### src/rtl/lcd_pkg.sv
// Shared definitions for the LCD text sequencer: FSM states, the HD44780
// 8-bit init ROM and the DDRAM line-address commands.
package lcd_pkg;

   typedef enum logic [3:0] {
      S_PWRUP = 4'd0,
      S_INIT  = 4'd1,
      S_IWAIT = 4'd2,
      S_IDLE  = 4'd3,
      S_LADDR = 4'd4,
      S_LWAIT = 4'd5,
      S_FETCH = 4'd6,
      S_CHAR  = 4'd7,
      S_CWAIT = 4'd8
   } state_t;

   localparam int         INIT_LEN       = 6;
   localparam int         CLR_INDEX      = 4;
   localparam logic [7:0] LINE1_ADDR     = 8'h80;
   localparam logic [7:0] LINE2_ADDR     = 8'hC0;
   localparam int         CHARS_PER_LINE = 16;

   // Function set x3, display on, clear, entry mode increment.
   function automatic logic [7:0] init_rom(input logic [2:0] idx);
      case (idx)
         3'd0, 3'd1, 3'd2: init_rom = 8'h38;
         3'd3:             init_rom = 8'h0C;
         3'd4:             init_rom = 8'h01;
         3'd5:             init_rom = 8'h06;
         default:          init_rom = 8'h00;
      endcase
   endfunction

endpackage

### src/rtl/lcd_wait_cnt.sv
// Post-command wait counter: loads on a command strobe, counts down to zero
// and flags the last cycle of the wait so the next action lands exactly on time.
module lcd_wait_cnt #(
   parameter int unsigned CNT_W   = 21,
   parameter int unsigned RST_VAL = 0
) (
   input  logic             clk,
   input  logic             rstn,
   input  logic             load,
   input  logic [CNT_W-1:0] load_val,
   output logic             expire
);

   logic [CNT_W-1:0] cnt_q;
   logic [CNT_W-1:0] cnt_d;

   always_comb begin
      cnt_d = cnt_q;
      if (load) begin
         cnt_d = load_val;
      end else if (cnt_q != '0) begin
         cnt_d = cnt_q - CNT_W'(1);
      end
   end

   always_ff @(posedge clk or negedge rstn) begin
      if (!rstn) begin
         cnt_q <= CNT_W'(RST_VAL);
      end else begin
         cnt_q <= cnt_d;
      end
   end

   // High while the counter steps to zero, so the caller's state change
   // completes as the count reaches zero.
   assign expire = (cnt_q <= CNT_W'(1));

endmodule

### src/rtl/lcd_text_seq.sv
// LCD command sequencer: runs the HD44780 init sequence after power-up, then
// refreshes a 2x16 display from a 32-byte text RAM on request or continuously.
module lcd_text_seq #(
   parameter int unsigned PWRUP_WAIT = 1500000,
   parameter int unsigned CMD_GAP    = 5000,
   parameter int unsigned CLR_WAIT   = 170000,
   parameter int unsigned CNT_W      = 21
) (
   input  logic       clk,
   input  logic       rstn,
   input  logic       refresh_req,
   input  logic       auto_refresh,
   output logic [4:0] ram_addr,
   input  logic [7:0] ram_data,
   output logic [7:0] db_out,
   output logic       rs_out,
   output logic       rwb_out,
   output logic       instr,
   output logic       cmmd,
   output logic       init_done,
   output logic       busy
);
   import lcd_pkg::*;

   state_t           state_q, state_d;
   logic [2:0]       idx_q, idx_d;
   logic             pend_q, pend_d, pend_clr;
   logic [4:0]       ram_addr_q, ram_addr_d;
   logic [7:0]       db_q, db_d;
   logic             rs_q, rs_d;
   logic             instr_q, instr_d;
   logic             cmmd_q, cmmd_d;
   logic             init_done_q, init_done_d;
   logic             busy_q, busy_d;
   logic             cnt_load;
   logic [CNT_W-1:0] cnt_val;
   logic             cnt_expire;
   logic             want_refresh;

   lcd_wait_cnt #(
      .CNT_W   (CNT_W),
      .RST_VAL (PWRUP_WAIT)
   ) u_wait (
      .clk      (clk),
      .rstn     (rstn),
      .load     (cnt_load),
      .load_val (cnt_val),
      .expire   (cnt_expire)
   );

   assign want_refresh = pend_q | auto_refresh;

   always_comb begin
      state_d     = state_q;
      idx_d       = idx_q;
      ram_addr_d  = ram_addr_q;
      db_d        = db_q;
      rs_d        = rs_q;
      instr_d     = instr_q;
      cmmd_d      = 1'b0;
      init_done_d = init_done_q;
      cnt_load    = 1'b0;
      cnt_val     = CNT_W'(CMD_GAP);
      pend_clr    = 1'b0;
      case (state_q)
         S_PWRUP: if (cnt_expire) state_d = S_INIT;
         S_INIT: begin
            db_d     = init_rom(idx_q);
            rs_d     = 1'b0;
            instr_d  = 1'b1;
            cmmd_d   = 1'b1;
            cnt_load = 1'b1;
            if (idx_q == 3'(CLR_INDEX)) cnt_val = CNT_W'(CLR_WAIT);
            state_d  = S_IWAIT;
         end
         S_IWAIT: if (cnt_expire) begin
            if (idx_q == 3'(INIT_LEN - 1)) begin
               idx_d       = '0;
               init_done_d = 1'b1;
               state_d     = S_IDLE;
            end else begin
               idx_d   = idx_q + 3'd1;
               state_d = S_INIT;
            end
         end
         S_IDLE: if (want_refresh) begin
            pend_clr = 1'b1;
            state_d  = S_LADDR;
         end
         S_LADDR: begin
            // ram_addr already sits at 0 or 16 here; bit 4 selects the line.
            db_d       = ram_addr_q[4] ? LINE2_ADDR : LINE1_ADDR;
            rs_d       = 1'b0;
            instr_d    = 1'b1;
            cmmd_d     = 1'b1;
            cnt_load   = 1'b1;
            ram_addr_d = {ram_addr_q[4], 4'd0};
            state_d    = S_LWAIT;
         end
         S_LWAIT: if (cnt_expire) state_d = S_FETCH;
         S_FETCH: state_d = S_CHAR;
         S_CHAR: begin
            db_d       = ram_data;
            rs_d       = 1'b1;
            instr_d    = 1'b0;
            cmmd_d     = 1'b1;
            cnt_load   = 1'b1;
            ram_addr_d = ram_addr_q + 5'd1;
            state_d    = S_CWAIT;
         end
         S_CWAIT: if (cnt_expire) begin
            if (ram_addr_q == 5'(CHARS_PER_LINE)) begin
               state_d = S_LADDR;
            end else if (ram_addr_q == 5'd0) begin
               // Chain straight into the next refresh so repeats have no idle gap.
               if (want_refresh) begin
                  pend_clr = 1'b1;
                  state_d  = S_LADDR;
               end else begin
                  state_d  = S_IDLE;
               end
            end else begin
               state_d = S_FETCH;
            end
         end
         default: begin
            state_d  = S_PWRUP;
            idx_d    = '0;
            cnt_load = 1'b1;
            cnt_val  = CNT_W'(PWRUP_WAIT);
         end
      endcase
      pend_d = refresh_req | (pend_q & ~pend_clr);
      busy_d = (state_d != S_IDLE);
   end

   always_ff @(posedge clk or negedge rstn) begin
      if (!rstn) begin
         state_q     <= S_PWRUP;
         idx_q       <= '0;
         pend_q      <= 1'b0;
         ram_addr_q  <= '0;
         db_q        <= '0;
         rs_q        <= 1'b0;
         instr_q     <= 1'b0;
         cmmd_q      <= 1'b0;
         init_done_q <= 1'b0;
         busy_q      <= 1'b1;
      end else begin
         state_q     <= state_d;
         idx_q       <= idx_d;
         pend_q      <= pend_d;
         ram_addr_q  <= ram_addr_d;
         db_q        <= db_d;
         rs_q        <= rs_d;
         instr_q     <= instr_d;
         cmmd_q      <= cmmd_d;
         init_done_q <= init_done_d;
         busy_q      <= busy_d;
      end
   end

   assign ram_addr  = ram_addr_q;
   assign db_out    = db_q;
   assign rs_out    = rs_q;
   assign rwb_out   = 1'b0;
   assign instr     = instr_q;
   assign cmmd      = cmmd_q;
   assign init_done = init_done_q;
   assign busy      = busy_q;

endmodule
### config.mk
export PLATFORM = sky130hd
export DESIGN_NAME = lcd_text_seq
export DESIGN_NICKNAME = d
export VERILOG_FILES = /design/src/rtl/lcd_pkg.sv /design/src/rtl/lcd_wait_cnt.sv /design/src/rtl/lcd_text_seq.sv
export SDC_FILE = /design/constraint.sdc
export NUM_CORES = 1
export LEC_CHECK = 0
export BUFFER_PORTS_ARGS = -buffer_cell sky130_fd_sc_hd__buf_2
export CAP_MARGIN = 30
export CORE_MARGIN = 2
export CORE_UTILIZATION = 58
export CTS_BUF_LIST = sky130_fd_sc_hd__clkbuf_16
export DETAILED_ROUTE_END_ITERATION = 10
export GPL_ROUTABILITY_DRIVEN = 0
export PLACE_DENSITY = 0.83
export SYNTH_ARGS = -nofsm -noshare
export SYNTH_HDL_FRONTEND = slang
export SYNTH_HIERARCHICAL = 1
export SYNTH_SLANG_ARGS = --single-unit
export TNS_END_PERCENT = 10
### constraint.sdc
create_clock -name clk -period 2.7 [get_ports clk]
set_input_delay 0.27 -clock clk [delete_from_list [all_inputs] [get_ports clk]]
set_output_delay 0.27 -clock clk [all_outputs]
set_load 0.005 [all_outputs]
==> results.json <==
{
  "seq_area_frac_synth_pct": 43.05,
  "slew_headroom_pct": 58.32,
  "first_pass_iters": 4,
  "area_delta_synth_final_pct": 12.68,
  "maxSlewViolCount": 0,
  "min_path_cells": 2,
  "cts-root-buf": "clkbuf_16",
  "drive_above_1_share_pct": 21.04,
  "wirelength_mm": 5.540,
  "cp-start-kind": "flip-flop",
  "vias": 2217,
  "grt_pass1_vias": 2172,
  "synth_area_mm2": 0.002764,
  "htreeDepth": 2,
  "cts_max_path_buffers": 2,
  "cp_max_fo": 10,
  "synth-main-ff-cell": "dfrtp_1",
  "clock_skew_ps": 8.075,
  "worstRegToRegCells": 7,
  "synth_top_area_share_pct": 32.59,
  "worstSkewPairLatency_ps": 290,
  "syn_avg_cell_area_um2": 9.369,
  "crit_path_max_incr_delay_ps": 510,
  "outcome": "finished, final reports clean",
  "die_w_um": 73.03,
  "maxCapViolCount": 0,
  "track_usage_pct": 23.58,
  "wl_per_cell_um": 14.50,
  "critical_path_required_ps": 2850,
  "core-area_mm2": 0.004661,
  "tns_ps": 0,
  "vdd_ir_drop_max_uv": 306.5,
  "die_h_um": 73.03,
  "cts_tree": "done",
  "rsz0062_at_grt": "false",
  "crit_top_cell": "o21ai_0",
  "slowest_stage": "nor4_1",
  "cts.reportedPaths.clkPinSlew_ps": 60,
  "initial_utilization_pct": 59.30,
  "post-route-min-period_ps": 2333,
  "synth_edf_count": 0,
  "postCtsHoldBufs": 0,
  "crit_chain": "nor4_1 > and4_4 > o211a_1 > nor3b_1 > o21ai_0 > o21ai_0 > o21ai_0",
  "drc_errors": 0,
  "grt_max_degree": 46,
  "cts_sinks": 47,
  "hold_path_class": "primary input to flip-flop",
  "cts_buffers": 5,
  "synth_cell_type_count": 64,
  "crit_arrival_ps": 2480,
  "via_per_inst": 5.804,
  "worstMarginPinSlew_ps": 624.7,
  "fmaxAchievable_mhz": 428.7,
  "cts.repair.resized": 0,
  "post-cts-setup-buffers": 0,
  "ys_warn_count": 6,
  "power.density_mw_per_mm2": 591.2,
  "grt-ovfl-total": 0,
  "finalHoldViolCount": 0,
  "fillers": 370,
  "n_antenna_cell": 0,
  "row_count": 25,
  "layout.nets": 345,
  "ys_seq_elements": 47,
  "synth_area_leaders": "dfrtp_1 (33%), dfstp_2 (10%), nand2_1 (4.8%)",
  "place_hpwl_mm": 3.901,
  "endpoint_kind": "flip-flop",
  "drtIter0Drc": 124,
  "synthArstFlopShare_pct": 100.0,
  "place_ws_ps": 438.2,
  "p_leak_nw": 1.294,
  "layout_setup_ws_ps": 367.4,
  "die-area_mm2": 0.005333,
  "fin_crit_sh_pct": 86.39,
  "syn_inst": 295,
  "grt_pass1_wl_mm": 9.763,
  "antenna_found_initial": 0,
  "timing_worst_setup_path_type": "flip-flop to flip-flop",
  "io_pins": 31,
  "yosysTopAreaCell": "dfrtp_1",
  "final-setup-viol-count": 0,
  "port_buffers": 29,
  "ant_nets": 0
}
==> flip-flops by register name (all words and copies together) (netlist names) <==
register and flops:
rs_out 1, state_q 4, cmmd 1, u_wait/cnt_q 21, instr 1, idx_q 3, init_done 1, db_out 8
busy 1, ram_addr 5, pend_q 1
==> layer usage <==
layer  vias to the layer above  share of wire (%)  GRT usage, %
met5                         -                  0             0
met4                         0                1.8         8.848
met3                         9                3.3         4.144
met2                        47                 50         39.54
met1                      1065                 45         30.38
li1                       1096                  -             -
==> report_power, final <==
part	internal, W	total (W)	switching (W)	leakage (nW)
Sequential	0.000799	0.000895	0.0000962	0.553
Combinational	0.000133	0.000263	0.000130	0.660
Clock	0.000432	0.000683	0.000252	0.0812
==> cell type report <==
cell class	instances	area, um^2	share of cell area [%]
clock inverters	3	38.79	1.245
repair buffers	33	190.2	6.107
inverters	14	52.55	1.687
flip-flops and latches	47	1190	38.21
well taps	54	67.56	2.170
clock buffers	5	125.1	4.018
multi-input cells	226	1450	46.56
==> through the flow <==
step / instance area [um^2] / util [%] / hold slack [ps] / total power (W) / std cells
finish: 3114 / 66.82 / 178.6 / 0.001841 / 382
floorplan: 2786 / - / -25.59 / 0.001080 / 301
detailed placement: 2920 / 62.66 / 452.0 / 0.001163 / 372
global route: 3114 / 66.82 / 174.7 / 0.001931 / 382
CTS: 3084 / 66.17 / 175.6 / 0.001854 / 380
global placement: 2920 / 62.66 / 446.3 / 0.001144 / 372
==> Yosys cell counts, types with 3 or more instances <==
library cell   n
inv_1         14
nand4b_1       3
nor2b_1        5
o21ai_1        6
a21oi_1       12
nand4_1        3
ha_1           6
a31oi_1        3
dfstp_2       11
nor3_1        10
buf_6          3
nand2b_1       4
xnor2_1       13
or3_1          4
or2_2          3
nand2_1       35
nand3_1        3
o21a_1         5
buf_4          4
dfrtp_1       36
clkbuf_1       4
o21ai_0       20
nor4_1         4
buf_2          3
a22oi_1        3
nor2_1        26
o31ai_1       10
==> worst max-delay path: cells and delay by family, from the launching register on <==
family	cells	cell delay, ps
AND/OR/NAND/NOR	3	1030
flip-flops	1	400
AO/OA/AOI/OAI	4	760
==> logic make-up (layout without fill, tap and decap cells) <==
family                   after synthesis  in the layout  share of synthesized area [%]
XOR/XNOR                              14             14                          4.436
buffers and inverters                 28             55                          5.296
multiplexers                           2              2                         0.7696
flip-flops                            47             47                          43.05
AO/OA/AOI/OAI                         73             73                          17.52
AND/OR/NAND/NOR                      124            124                          26.07
other                                  1              7                         0.1357
adder cells (fa/ha/maj)                6              6                          2.716
==> worst paths after layout <==
check	startpoint	endpoint	slack [ps]
max	u_wait/cnt_q[16]	idx_q[1]	370
min	refresh_req	pend_q	180
max reg2reg	u_wait/cnt_q[16]	idx_q[1]	370
min reg2reg	init_done	init_done	470
max in group asynchronous	rstn	u_wait/cnt_q[18]	1640
min in group asynchronous	rstn	u_wait/cnt_q[4]	390
==> placed cells by master, fill, tap and decap left out, types with 2 or more instances in the layout <==
master     count
a21oi_1       12
a22oi_1        3
a31oi_1        3
and2_1         2
and3b_1        2
buf_2         29
buf_4          2
clkbuf_16      5
conb_1         7
dfrtp_1       36
dfstp_2       11
ha_1           6
inv_1         14
nand2_1       35
nand2b_1       4
nand3_1        3
nand3b_1       2
nand4_1        3
nand4b_1       3
nor2_1        26
nor2b_1        5
nor3_1        10
nor4_1         4
o21a_1         5
o21ai_0       20
o21ai_1        6
o31a_1         2
o31ai_1       10
or2_2          3
or3_1          4
or4_1          2
xnor2_1       13
Note: power is estimated with default switching activity, not from simulation.
